`src/rtl/clock_divider_pkg.sv`:
```
// Shared definitions for the clock divider: state encoding and default width.
package clock_divider_pkg;

    localparam int CD_WIDTH = 8;

    typedef enum logic {
        ST_IDLE = 1'b0,
        ST_RUN  = 1'b1
    } cd_state_t;

endpackage

```
`src/rtl/clock_divider_load_hs.sv`:
```
// Four-phase load handshake: accept pulses on the first cycle of a request,
// load_ack follows load_req one cycle later and drops once the request drops.
module load_hs (
    input  logic clock,
    input  logic reset_,
    input  logic load_req,
    output logic accept,
    output logic load_ack
);

    logic r_ack;

    always_ff @(posedge clock or negedge reset_) begin
        if (!reset_) begin
            r_ack <= 1'b0;
        end else begin
            r_ack <= load_req;
        end
    end

    // A held request is accepted only once because r_ack masks it after the first edge.
    assign accept   = load_req & ~r_ack;
    assign load_ack = r_ack;

endmodule

```
`src/rtl/clock_divider.sv`:
```
// Programmable clock divider: tick every D enabled cycles, clk_div toggles on
// each tick; new divisors are loaded through a four-phase handshake.
module clock_divider
    import clock_divider_pkg::*;
#(
    parameter int WIDTH = CD_WIDTH
) (
    input  logic             clock,
    input  logic             reset_,
    input  logic             en,
    input  logic [WIDTH-1:0] div_in,
    input  logic             load_req,
    output logic             load_ack,
    output logic             tick,
    output logic             clk_div,
    output logic [WIDTH-1:0] count
);

    localparam logic [WIDTH-1:0] ONE = {{(WIDTH-1){1'b0}}, 1'b1};

    cd_state_t        r_state;
    logic [WIDTH-1:0] r_div_q;
    logic [WIDTH-1:0] r_pend_q;
    logic             r_pend_v;
    logic [WIDTH-1:0] r_cnt;
    logic             r_tick;
    logic             r_clk_div;

    logic             w_accept;
    logic             w_wrap;
    logic [WIDTH-1:0] w_next_div;

    load_hs u_load_hs (
        .clock    (clock),
        .reset_   (reset_),
        .load_req (load_req),
        .accept   (w_accept),
        .load_ack (load_ack)
    );

    assign w_wrap = (r_cnt == (r_div_q - ONE));

    // At a wrap a same-cycle accept beats the pending value, which beats the current one.
    assign w_next_div = w_accept ? div_in : (r_pend_v ? r_pend_q : r_div_q);

    always_ff @(posedge clock or negedge reset_) begin
        if (!reset_) begin
            r_state   <= ST_IDLE;
            r_div_q   <= '0;
            r_pend_q  <= '0;
            r_pend_v  <= 1'b0;
            r_cnt     <= '0;
            r_tick    <= 1'b0;
            r_clk_div <= 1'b0;
        end else begin
            case (r_state)
                ST_IDLE: begin
                    r_cnt  <= '0;
                    r_tick <= 1'b0;
                    if (w_accept) begin
                        r_div_q <= div_in;
                        r_state <= (div_in != '0) ? ST_RUN : ST_IDLE;
                    end
                end
                ST_RUN: begin
                    if (en && w_wrap) begin
                        r_cnt     <= '0;
                        r_tick    <= 1'b1;
                        r_clk_div <= ~r_clk_div;
                        r_div_q   <= w_next_div;
                        r_pend_v  <= 1'b0;
                        r_state   <= (w_next_div != '0) ? ST_RUN : ST_IDLE;
                    end else begin
                        r_tick <= 1'b0;
                        if (en) begin
                            r_cnt <= r_cnt + ONE;
                        end
                        if (w_accept) begin
                            r_pend_q <= div_in;
                            r_pend_v <= 1'b1;
                        end
                    end
                end
                default: r_state <= ST_IDLE;
            endcase
        end
    end

    assign tick    = r_tick;
    assign clk_div = r_clk_div;
    assign count   = r_cnt;

endmodule

```
`config.mk`:
```
export PLATFORM = sky130hd
export DESIGN_NAME = clock_divider
export DESIGN_NICKNAME = d
export VERILOG_FILES = /design/src/rtl/clock_divider_pkg.sv /design/src/rtl/clock_divider_load_hs.sv /design/src/rtl/clock_divider.sv
export SDC_FILE = /design/constraint.sdc
export NUM_CORES = 1
export LEC_CHECK = 0
export ABC_CLOCK_PERIOD_IN_PS = 6600
export CAP_MARGIN = 5
export CORE_UTILIZATION = 61
export CTS_BUF_LIST = sky130_fd_sc_hd__clkbuf_4 sky130_fd_sc_hd__clkbuf_8
export DETAILED_ROUTE_END_ITERATION = 12
export GPL_TIMING_DRIVEN = 0
export PLACE_DENSITY = 0.95
export SLEW_MARGIN = 25
export SYNTH_ARGS = -nofsm -noshare
export SYNTH_HDL_FRONTEND = slang
export SYNTH_SLANG_ARGS = --single-unit
```
`constraint.sdc`:
```
create_clock -name clock -period 6.6 [get_ports clock]
set_input_delay 1.98 -clock clock [delete_from_list [all_inputs] [get_ports clock]]
set_output_delay 1.98 -clock clock [all_outputs]
set_load 0.1 [all_outputs]
```
==> results.py <==
metrics = {
    "cells_and_area": {
        "layout.nets": 205,
        "n_antenna_cell": 0,
        "area_growth_pct": 18.3,
        "drive_above_1_share_pct": 17.3,
        "fin_util_pct": 79.1,
        "layout.area.seq_um2": 726,
        "multi_input_area_um2": 925,
        "fill_cells": 155,
    },
    "pwr": {
        "power.leakage_nw": 0.901,
        "p_per_area_nw_per_um2": 465,
        "finalPower_mw": 0.936,
        "vdd_drop_max_v": 0.000598,
    },
    "job": {
        "drv_cap": 0,
    },
    "synth": {
        "synth_nets": 176,
        "ys_warn_count": 0,
        "synth_edf_count": 0,
        "synth_commonest_cells": "29 x dfrtp_1, 16 x mux2_2, 13 x nor2_1, 11 x a21oi_1, 9 x xnor2_1",
        "synth_seq_cells": 29,
        "synthArstFlopShare_pct": 100,
        "synth.avg_cell_area_um2": 10.5,
        "synth_cells": 162,
        "netlist_top_cells_area": "dfrtp_1 43%, mux2_2 11%, mux2i_1 4.7%, xnor2_1 4.6%, xor2_1 3.6%",
        "synth_cell_types": 38,
        "synth.most_common_cell": "dfrtp_1",
        "syn_area_um2": 1700,
        "synth_top_cell_by_area": "dfrtp_1",
        "synth-seq-area-share_pct": 42.7,
        "synth_top_area_share_pct": 42.7,
        "synth_ff_type": "dfrtp_1",
    },
    "sta": {
        "slew_headroom_pct": 34.7,
        "setup_tns_ns": 0,
        "tightest_slew_ns": 0.976,
        "timing.fmax_mhz": 250,
        "clock-skew-final_ns": 0.0113,
        "finalCritPeriodShare_pct": 60.7,
        "slew_viol_final": 0,
        "post-route-min-period_ns": 4.01,
        "finalSetupViolCount": 0,
        "rsz0062_at_grt": "no",
        "hold_violations": 0,
    },
    "worst_setup_path": {
        "cpPeakStageDelay_ns": 1.19,
        "crit_buf_inv": 1,
        "endpoint": "count[0]",
        "worstPathRequired_ns": 4.62,
        "startpoint": "count[0]$_DFFE_PN0P_",
        "crit_fanout": 8,
        "path_class": "reg2out",
        "cp_cell_sequence": "clkdlybuf4s50_1",
        "critPathCaptureType": "primary output",
        "r2r_slack_ns": 3.87,
        "slowest_stage": "clkdlybuf4s50_1",
        "reg2reg_to": "r_div_q[6]$_DFFE_PN0P_",
        "critPathLaunchType": "register",
        "cp_top_family": "buffers and inverters",
        "arrival_ns": 2.03,
        "reg2reg_from": "r_div_q[3]$_DFFE_PN0P_",
        "worstRegToRegCells": 6,
        "worst-path-stages": 1,
    },
    "grt": {
        "grt_pass1_wl_um": 5970,
        "grt_max_degree": 30,
        "track_usage_pct": 29.5,
        "grt_antenna_before_repair": 0,
        "grt_overflow": 0,
        "grt_pass1_vias": 1295,
    },
    "route": {
        "avgRoutedWirePerCell_um": 17.5,
        "ant_nets": 0,
        "drtPass1Iterations": 4,
        "drc": 0,
        "vias": 1377,
        "viasPerCell": 6.23,
        "wirelength_um": 3870,
        "drt-initial-drc-count": 37,
    },
    "clocking": {
        "cts_setup_buffers": 0,
        "cts.path.max_buffers": 2,
        "htree_levels": 2,
        "cts_resized": 0,
        "cts_tree": "yes",
        "cts_sinks": 29,
        "cts_buffers": 5,
        "ctsHoldBuffers": 0,
        "path_clk_slew_ns": 0.09,
        "root_buffer": "clkbuf_4",
        "insertion_delay_ns": 0.34,
    },
    "floorplanning": {
        "initial_utilization_pct": 66.8,
        "core_area_um2": 2540,
        "fp.dieW_um": 54.8,
        "die_area_um2": 3000,
        "num_rows": 18,
        "pin_count": 23,
        "die_height_um": 54.8,
    },
    "worst_hold_path": {
        "hold_class": "reg2reg",
        "holdPathStages": 1,
    },
    "placement": {
        "hpwl_um": 2760,
        "gp_routability_congestion": 0.842,
        "port_buffers": 22,
    },
    "status": {
        "status": "finished, final reports clean",
    },
}
## metal layers
metal / up-vias / track usage [%] / share of wire (%) / routed length [um]
met2: 57 / 47.6 / 52 / 2020
met3: 9 / 9.17 / 6.6 / 256
met1: 672 / 36.8 / 39 / 1520
li1: 639 / - / - / -
met5: - / 0 / 0 / 0
met4: 0 / 10.3 / 2.0 / 77
## state kept, by name, indices dropped and copies added (netlist names)
name	count
u_load_hs.load_ack	1
count	8
r_div_q	8
r_pend_q	8
r_pend_v	1
r_state	1
clk_div	1
tick	1
## placed cells by master, fill, tap and decap left out, drive strengths merged
| cell | n |
|---|---|
| dfrtp | 29 |
| clkdlybuf4s50 | 21 |
| mux2 | 16 |
| nor2 | 13 |
| clkbuf | 12 |
| a21oi | 11 |
| xnor2 | 9 |
| mux2i | 8 |
| inv | 7 |
| xor2 | 7 |
| nand3 | 7 |
| and3 | 7 |
| nor3 | 4 |
| nand2 | 4 |
| nor4 | 3 |
| or3 | 3 |
| o21ai | 3 |
| a21o | 2 |
| nand4 | 2 |
| buf | 2 |
| or2 | 2 |
| nor3b | 2 |
| o2bb2ai | 2 |
| ha | 2 |
| a31oi | 2 |
| or4 | 1 |
| a211oi | 1 |
| o21bai | 1 |
| and4b | 1 |
| and4 | 1 |
| nand2b | 1 |
| o311ai | 1 |
| and2 | 1 |
| a41oi | 1 |
| o2111ai | 1 |
| o21a | 1 |
## logic make-up (layout without fill, tap and decap cells)
logic type / after synthesis / after routing / synth area share (%)
adders and majority gates: 2 / 2 / 1.47
buffers and inverters: 13 / 42 / 2.94
muxes: 24 / 24 / 15.3
xor gates and xnor gates: 16 / 16 / 8.24
and+or+nand+nor: 52 / 52 / 17.0
AOI/OAI and AO/OA: 26 / 26 / 12.4
DFF: 29 / 29 / 42.7
## cell type report
| type | count | area share (%) |
|---|---|---|
| inverter | 7 | 1.31 |
| tap | 30 | 1.87 |
| buffer | 6 | 1.18 |
| sequential | 29 | 36.1 |
| timing repair buffer | 22 | 10.7 |
| multi-input combinational | 120 | 46.0 |
| clock buffer | 7 | 2.92 |
## report_power, final
group	leakage (nW)	internal (mW)	switching, mW
sequential	0.352	0.233	0.0779
combinational	0.514	0.187	0.324
clock	0.0348	0.0543	0.0602
total	0.901	0.474	0.462
## how the worst min path moves through the flow
stage,start,to,slack [ns]
2_1_floorplan,r_pend_q[3]$_DFFE_PN0P_,r_pend_q[3]$_DFFE_PN0P_,0.50
3_3_place_gp,clk_div$_DFFE_PN0P_,clk_div$_DFFE_PN0P_,0.46
3_5_place_dp,clk_div$_DFFE_PN0P_,clk_div$_DFFE_PN0P_,0.46
4_1_cts,clk_div$_DFFE_PN0P_,clk_div$_DFFE_PN0P_,0.48
5_1_grt,clk_div$_DFFE_PN0P_,clk_div$_DFFE_PN0P_,0.50
6_report,clk_div$_DFFE_PN0P_,clk_div$_DFFE_PN0P_,0.47
## metrics by stage
step	cell area, um2	hold slack [ns]	setup WS, ns	cells
3_3_place_gp	1960	0.456	2.73	214
6_report	2010	0.469	2.59	221
4_1_cts	2010	0.477	2.59	221
5_1_grt	2010	0.501	2.53	221
2_1_floorplan	1700	0.504	3.44	162
3_5_place_dp	1950	0.462	2.61	214
Power figures use the tool's default switching activity.
